$ cat config.mk
export PLATFORM = sky130hd
export DESIGN_NAME = trisc_ctrl_flat
export DESIGN_NICKNAME = d
export VERILOG_FILES = /design/src/rtl/trisc_ctrl_if.sv /design/src/rtl/trisc_ctrl.sv /design/src/flat_wrapper.sv
export SDC_FILE = /design/constraint.sdc
export NUM_CORES = 1
export LEC_CHECK = 0
export BUFFER_PORTS_ARGS = -buffer_cell sky130_fd_sc_hd__buf_2
export CORE_MARGIN = 3
export CORE_UTILIZATION = 30
export DETAILED_ROUTE_END_ITERATION = 8
export PLACE_DENSITY = 0.61
export SYNTH_ARGS = -nofsm -noshare
export SYNTH_HDL_FRONTEND = slang
export SYNTH_SLANG_ARGS = --single-unit
$ cat constraint.sdc
create_clock -name clk -period 2.5 [get_ports clk]
set_clock_uncertainty 0.15 [all_clocks]
set_input_delay 0.625 -clock clk [delete_from_list [all_inputs] [get_ports clk]]
set_output_delay 0.625 -clock clk [all_outputs]
set_load 0.01 [all_outputs]
$ cat src/rtl/trisc_ctrl_if.sv
// -----------------------------------------------------------------------------
// trisc_ctrl_if
//   Bus bundle between the TRISC sequencer and its surroundings: the
//   synchronous instruction ROM, the accumulator datapath controls and the
//   request/acknowledge handshake for external B-path data.
//
//   Signals
//     imem_addr   instruction address (controller -> ROM)
//     imem_rdata  instruction {opcode[3:0], operand[N-1:0]}, one cycle latency
//     acc_q       current accumulator value (datapath -> controller)
//     acc_clear   clear accumulator
//     acc_load    load accumulator from mux
//     acc_inc     increment accumulator
//     acc_ab      mux select: 0 = immediate A, 1 = external B
//     acc_a       immediate operand for mux A input
//     data_req    request for external B data
//     data_ack    external data valid on B
//
//   Modports
//     master  controller side
//     slave   ROM / datapath / data-source side
// -----------------------------------------------------------------------------
interface trisc_ctrl_if #(
  parameter int N  = 4,
  parameter int AW = 4
);
  logic [AW-1:0] imem_addr;
  logic [N+3:0]  imem_rdata;
  logic [N-1:0]  acc_q;
  logic          acc_clear;
  logic          acc_load;
  logic          acc_inc;
  logic          acc_ab;
  logic [N-1:0]  acc_a;
  logic          data_req;
  logic          data_ack;

  modport master (
    output imem_addr,
    output acc_clear,
    output acc_load,
    output acc_inc,
    output acc_ab,
    output acc_a,
    output data_req,
    input  imem_rdata,
    input  acc_q,
    input  data_ack
  );

  modport slave (
    input  imem_addr,
    input  acc_clear,
    input  acc_load,
    input  acc_inc,
    input  acc_ab,
    input  acc_a,
    input  data_req,
    output imem_rdata,
    output acc_q,
    output data_ack
  );
endinterface

$ cat src/rtl/trisc_ctrl.sv
// -----------------------------------------------------------------------------
// trisc_ctrl
//   Sequencer for the TRISC accumulator datapath. Fetches instructions from a
//   synchronous ROM, decodes them and drives the accumulator controls. Handles
//   external B-path loads through a req/ack handshake, jumps, conditional
//   jump on zero, repeat-increment and halt.
//
//   Parameters
//     N   accumulator/data width and instruction operand width
//     AW  program counter / instruction address width
//
//   Ports
//     clk      system clock, rising edge
//     rst_n    asynchronous active-low reset
//     run      start/enable, sampled only in FETCH
//     bus      trisc_ctrl_if.master (ROM, accumulator controls, B handshake)
//     halted   controller stopped
//     illegal  undefined opcode trapped (sticky)
//
//   Build option
//     TRISC_ILLEGAL_TRAP_EN  when defined, opcodes 8..14 set 'illegal' and halt;
//                            otherwise they execute as NOP and 'illegal' is 0.
//
//   Opcodes: 0 NOP, 1 CLR, 2 LDI, 3 LDB, 4 INC, 5 INCN, 6 JMP, 7 JZ, 15 HALT.
//   All controls are decoded from the registered state/ir, so they are
//   glitch-free with respect to the ROM, except acc_load in WAIT which follows
//   data_ack combinationally.
// -----------------------------------------------------------------------------
module trisc_ctrl #(
  parameter int N  = 4,
  parameter int AW = 4
) (
  input  logic         clk,
  input  logic         rst_n,
  input  logic         run,
  trisc_ctrl_if.master bus,
  output logic         halted,
  output logic         illegal
);

  localparam logic [3:0] OP_NOP  = 4'd0;
  localparam logic [3:0] OP_CLR  = 4'd1;
  localparam logic [3:0] OP_LDI  = 4'd2;
  localparam logic [3:0] OP_LDB  = 4'd3;
  localparam logic [3:0] OP_INC  = 4'd4;
  localparam logic [3:0] OP_INCN = 4'd5;
  localparam logic [3:0] OP_JMP  = 4'd6;
  localparam logic [3:0] OP_JZ   = 4'd7;
  localparam logic [3:0] OP_HALT = 4'd15;

  typedef enum logic [2:0] {
    S_FETCH,
    S_DECODE,
    S_EXEC,
    S_WAIT,
    S_HALT
  } state_t;

  state_t        state, state_n;
  logic [AW-1:0] pc, pc_n;
  logic [N+3:0]  ir, ir_n;
  logic [N-1:0]  rep_cnt, rep_n;

  // Field views of the freshly read ROM word and of the latched instruction.
  logic [3:0]    rd_op;
  logic [N-1:0]  rd_opnd;
  logic [3:0]    ir_op;
  logic [N-1:0]  ir_opnd;

  assign rd_op   = bus.imem_rdata[N+3:N];
  assign rd_opnd = bus.imem_rdata[N-1:0];
  assign ir_op   = ir[N+3:N];
  assign ir_opnd = ir[N-1:0];

  // The ROM address is the pc in every state; the ROM registers it on the edge
  // that leaves FETCH, so the word is valid during DECODE.
  assign bus.imem_addr = pc;

`ifdef TRISC_ILLEGAL_TRAP_EN
  logic illegal_q;
  logic trap_set;
`endif

  // ---------------------------------------------------------------------------
  // State registers
  // ---------------------------------------------------------------------------
  // NOTE: registers use non-blocking assignments so every flop samples the
  // pre-edge value of every other flop, independent of statement order.
  always_ff @(posedge clk or negedge rst_n) begin
    if (!rst_n) begin
      state   <= S_FETCH;
      pc      <= '0;
      ir      <= '0;
      rep_cnt <= '0;
    end else begin
      state   <= state_n;
      pc      <= pc_n;
      ir      <= ir_n;
      rep_cnt <= rep_n;
    end
  end

`ifdef TRISC_ILLEGAL_TRAP_EN
  // Sticky trap flag: only reset clears it.
  always_ff @(posedge clk or negedge rst_n) begin
    if (!rst_n) begin
      illegal_q <= 1'b0;
    end else if (trap_set) begin
      illegal_q <= 1'b1;
    end
  end
  assign illegal = illegal_q;
`else
  assign illegal = 1'b0;
`endif

  // ---------------------------------------------------------------------------
  // Next-state and output decode
  // ---------------------------------------------------------------------------
  // NOTE: every signal written here gets a default first, so no path through
  // the case statements can leave one unassigned and infer a latch.
  always_comb begin
    state_n       = state;
    pc_n          = pc;
    ir_n          = ir;
    rep_n         = rep_cnt;
    bus.acc_clear = 1'b0;
    bus.acc_load  = 1'b0;
    bus.acc_inc   = 1'b0;
    bus.acc_ab    = 1'b0;
    bus.acc_a     = '0;
    bus.data_req  = 1'b0;
    halted        = 1'b0;
`ifdef TRISC_ILLEGAL_TRAP_EN
    trap_set      = 1'b0;
`endif

    unique case (state)
      S_FETCH: begin
        if (run) begin
          state_n = S_DECODE;
        end
      end

      S_DECODE: begin
        ir_n    = bus.imem_rdata;
        pc_n    = pc + AW'(1);
        state_n = (rd_op == OP_LDB) ? S_WAIT : S_EXEC;
        // The repeat count is loaded here so EXEC can use it from its first
        // cycle without an extra setup cycle.
        if (rd_op == OP_INCN) begin
          rep_n = rd_opnd;
        end
      end

      S_EXEC: begin
        state_n = S_FETCH;
        case (ir_op)
          OP_NOP: ;
          OP_CLR: bus.acc_clear = 1'b1;
          OP_LDI: begin
            bus.acc_load = 1'b1;
            bus.acc_a    = ir_opnd;
          end
          OP_INC: bus.acc_inc = 1'b1;
          OP_INCN: begin
            if (rep_cnt != '0) begin
              bus.acc_inc = 1'b1;
              rep_n       = rep_cnt - N'(1);
            end
            // Stay while this is not the last increment, so operand k costs
            // exactly k EXEC cycles (and k=0 costs one idle cycle).
            if (rep_cnt > N'(1)) begin
              state_n = S_EXEC;
            end
          end
          OP_JMP: pc_n = AW'(ir_opnd);
          OP_JZ: begin
            if (bus.acc_q == '0) begin
              pc_n = AW'(ir_opnd);
            end
          end
          OP_HALT: state_n = S_HALT;
          default: begin
`ifdef TRISC_ILLEGAL_TRAP_EN
            if (ir_op >= 4'd8 && ir_op <= 4'd14) begin
              trap_set = 1'b1;
              state_n  = S_HALT;
            end
`endif
          end
        endcase
      end

      S_WAIT: begin
        bus.data_req = 1'b1;
        bus.acc_ab   = 1'b1;
        // Load in the same cycle the source presents valid B data.
        if (bus.data_ack) begin
          bus.acc_load = 1'b1;
          state_n      = S_FETCH;
        end
      end

      S_HALT: begin
        halted = 1'b1;
      end

      default: begin
        state_n = S_FETCH;
      end
    endcase
  end

endmodule

$ cat src/flat_wrapper.sv
// flat-port wrapper written by rule: the top's interface ports become plain ports
module trisc_ctrl_flat 
#(
  parameter int N  = 4,
  parameter int AW = 4
)
  (clk, rst_n, run, halted, illegal, bus_imem_addr, bus_acc_clear, bus_acc_load, bus_acc_inc, bus_acc_ab, bus_acc_a, bus_data_req, bus_imem_rdata, bus_acc_q, bus_data_ack);
  trisc_ctrl_if #(.N(N), .AW(AW)) bus_i ();
  input  logic clk;
  input  logic rst_n;
  input  logic run;
  output logic halted;
  output logic illegal;
  output wire logic [$bits(bus_i.imem_addr)-1:0] bus_imem_addr;
  output wire logic [$bits(bus_i.acc_clear)-1:0] bus_acc_clear;
  output wire logic [$bits(bus_i.acc_load)-1:0] bus_acc_load;
  output wire logic [$bits(bus_i.acc_inc)-1:0] bus_acc_inc;
  output wire logic [$bits(bus_i.acc_ab)-1:0] bus_acc_ab;
  output wire logic [$bits(bus_i.acc_a)-1:0] bus_acc_a;
  output wire logic [$bits(bus_i.data_req)-1:0] bus_data_req;
  input wire logic [$bits(bus_i.imem_rdata)-1:0] bus_imem_rdata;
  input wire logic [$bits(bus_i.acc_q)-1:0] bus_acc_q;
  input wire logic [$bits(bus_i.data_ack)-1:0] bus_data_ack;
  assign bus_imem_addr = bus_i.imem_addr;
  assign bus_acc_clear = bus_i.acc_clear;
  assign bus_acc_load = bus_i.acc_load;
  assign bus_acc_inc = bus_i.acc_inc;
  assign bus_acc_ab = bus_i.acc_ab;
  assign bus_acc_a = bus_i.acc_a;
  assign bus_data_req = bus_i.data_req;
  assign bus_i.imem_rdata = bus_imem_rdata;
  assign bus_i.acc_q = bus_acc_q;
  assign bus_i.data_ack = bus_data_ack;
  trisc_ctrl #(.N(N), .AW(AW)) u_core (.clk(clk), .rst_n(rst_n), .run(run), .bus(bus_i), .halted(halted), .illegal(illegal));
endmodule
==> impl_metrics.py <==
metrics = {
    "logic_synthesis": {
        "syn-num-nets": 139,
        "yosysSeqAreaShare": 0.4064,
        "ys.warnings.count": 0,
        "netlist_instances": 119,
        "syn_avg_cell_area_um2": 9.831,
        "yosysUniqueCellTypes": 40,
        "syn-cell-area_mm2": 0.001170,
        "synth_seq_cells": 19,
        "synthDominantCellAreaShare": 0.4064,
        "yosysTopAreaCell": "dfrtp_1",
        "synth_area_leaders": "dfrtp_1 (41%), mux2_2 (7.7%), ha_1 (4.3%)",
    },
    "run": {
        "cap_violations": 0,
    },
    "layout": {
        "postLayoutCoreUtil": 0.3983,
        "nNetsFinal": 176,
        "area_growth_pct": 26.52,
        "n_antenna_cell": 0,
        "drive_gt1_frac": 0.4000,
        "final_cell_mix": "buf_2 (29), dfrtp_1 (17), nand2_1 (11)",
        "fin_area_mm2": 0.001480,
        "final_common_cell": "buf_2",
    },
    "critical_path": {
        "max_stage_delay_ps": 440,
        "cpMaxStageDelayCell": "dfrtp_2",
        "cp_top_family": "simple AND/OR/NAND/NOR gates",
        "end_kind": "output port",
        "reg2reg_slack_ps": 270,
        "required_ps": 1730,
        "path_buf_inv": 2,
        "worstPathArrival_ps": 1680,
        "crit_path_max_fanout": 5,
        "crit_chain": "nor3b_2, nand2_2, nor4_4, buf_4, and2_1, buf_2",
        "path_class": "reg2out",
        "startpoint_type": "flop",
    },
    "power": {
        "p_total_mw": 1.623,
        "power.switching_mw": 0.6700,
        "combPwrFrac": 0.465,
        "p_sw_frac": 0.4130,
        "pwr-share-seq": 0.399,
        "p_leak_nw": 0.6895,
        "power.density_mw_per_mm2": 1096,
        "p_clk_frac": 0.136,
        "ir_worst_vdd_mv": 0.2797,
        "p_int_mw": 0.9525,
    },
    "timing": {
        "finalSetupViolCount": 0,
        "hold_viol_final": 0,
        "rsz0062_at_grt": "yes",
        "slew_viol_final": 0,
        "period_needed_ps": 2458,
        "fmax_ghz": 0.4068,
        "whs_ps": 148.4,
        "setup-tns-final_ps": 0,
        "fin_crit_sh": 0.9832,
    },
    "drt": {
        "wl_mm": 2.918,
        "routedWlPerCell_um": 14.37,
        "via_per_inst": 5.074,
        "dr.first_iter.drc_count": 63,
        "antenna_left": 0,
        "first_pass_iters": 4,
        "vias": 1030,
        "drc": 0,
    },
    "clocking": {
        "cts_max_level": 1,
        "cts.sinks": 19,
        "clk_pin_slew_ps": 80,
        "ctsHoldBuffers": 0,
        "cts-buffers-inserted": 3,
        "tritoncts": "yes",
        "clockBufferDepth": 2,
        "clk_latency_ps": 260,
        "ctsRootBufferMaster": "clkbuf_8",
    },
    "die": {
        "start_util": 0.3148,
        "core_mm2": 0.003716,
        "die_w_um": 68.45,
        "dieArea_mm2": 0.004685,
        "die_h_um": 68.45,
        "io-pin-count": 31,
        "rows": 22,
    },
    "placement": {
        "place.gp.congestion": 0.8586,
        "dpl_cell_area_mm2": 0.001386,
        "port_buffers": 29,
        "hpwl_mm": 2.155,
    },
    "global_routing": {
        "antenna_found_initial": 0,
        "grt_pass1_wl_mm": 4.464,
        "overflow": 0,
        "grt_pass1_vias": 952,
        "grt_max_degree": 20,
        "grt_usage": 0.1284,
    },
    "status": {
        "status": "complete, no violations",
    },
    "worst_hold_path": {
        "hold_class": "in2async",
    },
}
==> layout make-up <==
type                       instances  area (µm²)
clock buffer                       3       41.29
tap                               48       60.06
sequential                        19       478.0
timing repair buffer              38       212.7
clock inverter                     1       7.507
multi-input combinational         90       665.6
inverter                           4       15.01
fill                             382        2236
==> state kept, by name (all words and copies together), names as in the netlist <==
signal	flops
u_core.rep_cnt	4
u_core.state	3
u_core.ir	8
u_core.bus.imem_addr	4
==> metrics by stage <==
stage | setup slack, ps | cells
after detailed placement | 19.84 | 197
final | 41.92 | 203
after floorplan | 107.9 | 119
after global placement | 46.60 | 197
after CTS | 21.15 | 201
after global routing | -17.40 | 203
==> final timing paths <==
| path | cells past startpoint | end | start |
|---|---|---|---|
| min in group clk | 1 | u_core.state[0] | u_core.state[2] |
| hold / removal | 1 | u_core.rep_cnt[3] | rst_n |
| setup reg to reg | 4 | u_core.rep_cnt[1] | u_core.state[0] |
| hold reg to reg | 1 | u_core.state[0] | u_core.state[2] |
| max in group asynchronous | 1 | u_core.state[2] | rst_n |
| setup / recovery | 6 | bus_acc_a[0] | u_core.state[2] |
==> power by group through the flow <==
stage | combinational, mW | sequential [mW] | clock, mW
6_report | 0.755 | 0.647 | 0.221
5_1_grt | 0.851 | 0.675 | 0.244
4_1_cts | 0.728 | 0.636 | 0.231
3_5_place_dp | 0.719 | 0.627 | 0
3_3_place_gp | 0.701 | 0.622 | 0
2_1_floorplan | 0.527 | 0.599 | 0
==> layer usage <==
metal	global-route usage	vias up	share of wire
met2	0.2145	33	0.46
met4	0.02978	0	0.0065
met1	0.1638	488	0.47
li1	-	507	-
met3	0.03448	2	0.068
met5	0	-	0
==> worst register-to-register path, delay by kind of cell (launching register included) <==
| family | cells | cell delay (ps) |
|---|---|---|
| AND/OR/NAND/NOR | 3 | 1190 |
| flip-flops | 1 | 450 |
| multiplexers | 1 | 330 |
==> synthesized netlist by cell type (all sizes together) <==
cell type  instances
a2111oi            1
a21oi              3
a221oi             2
a22oi              1
a31oi              1
a32o               1
a41o               1
and2               4
and3               3
and3b              1
buf                4
clkbuf             2
conb               1
dfrtp             19
ha                 4
inv                4
mux2               9
nand2             13
nand3              4
nand4b             1
nor2               7
nor2b              3
nor3               6
nor3b              3
nor4               3
nor4bb             1
o21a               1
o21ai              7
o21bai             1
o2bb2a             2
o2bb2ai            1
o31ai              1
or2                1
or3b               1
or4                1
or4b               1
==> cell families after synthesis <==
group / after synthesis / share of synthesized area
simple gates: 53 / 0.2588
compound gates: 23 / 0.1540
flops: 19 / 0.4064
buf+inv: 10 / 0.04812
mux: 9 / 0.08663
fa+ha+maj: 4 / 0.04278
other cells: 1 / 0.003205
==> what timing repair did <==
item,CTS,global route
endpoints found under the hold margin,0,0
gates resized for setup,3,4
pin swaps,0,1
buffers inserted,0,2
endpoints found under the setup margin,4,6
(Power assumes the default switching activity.)
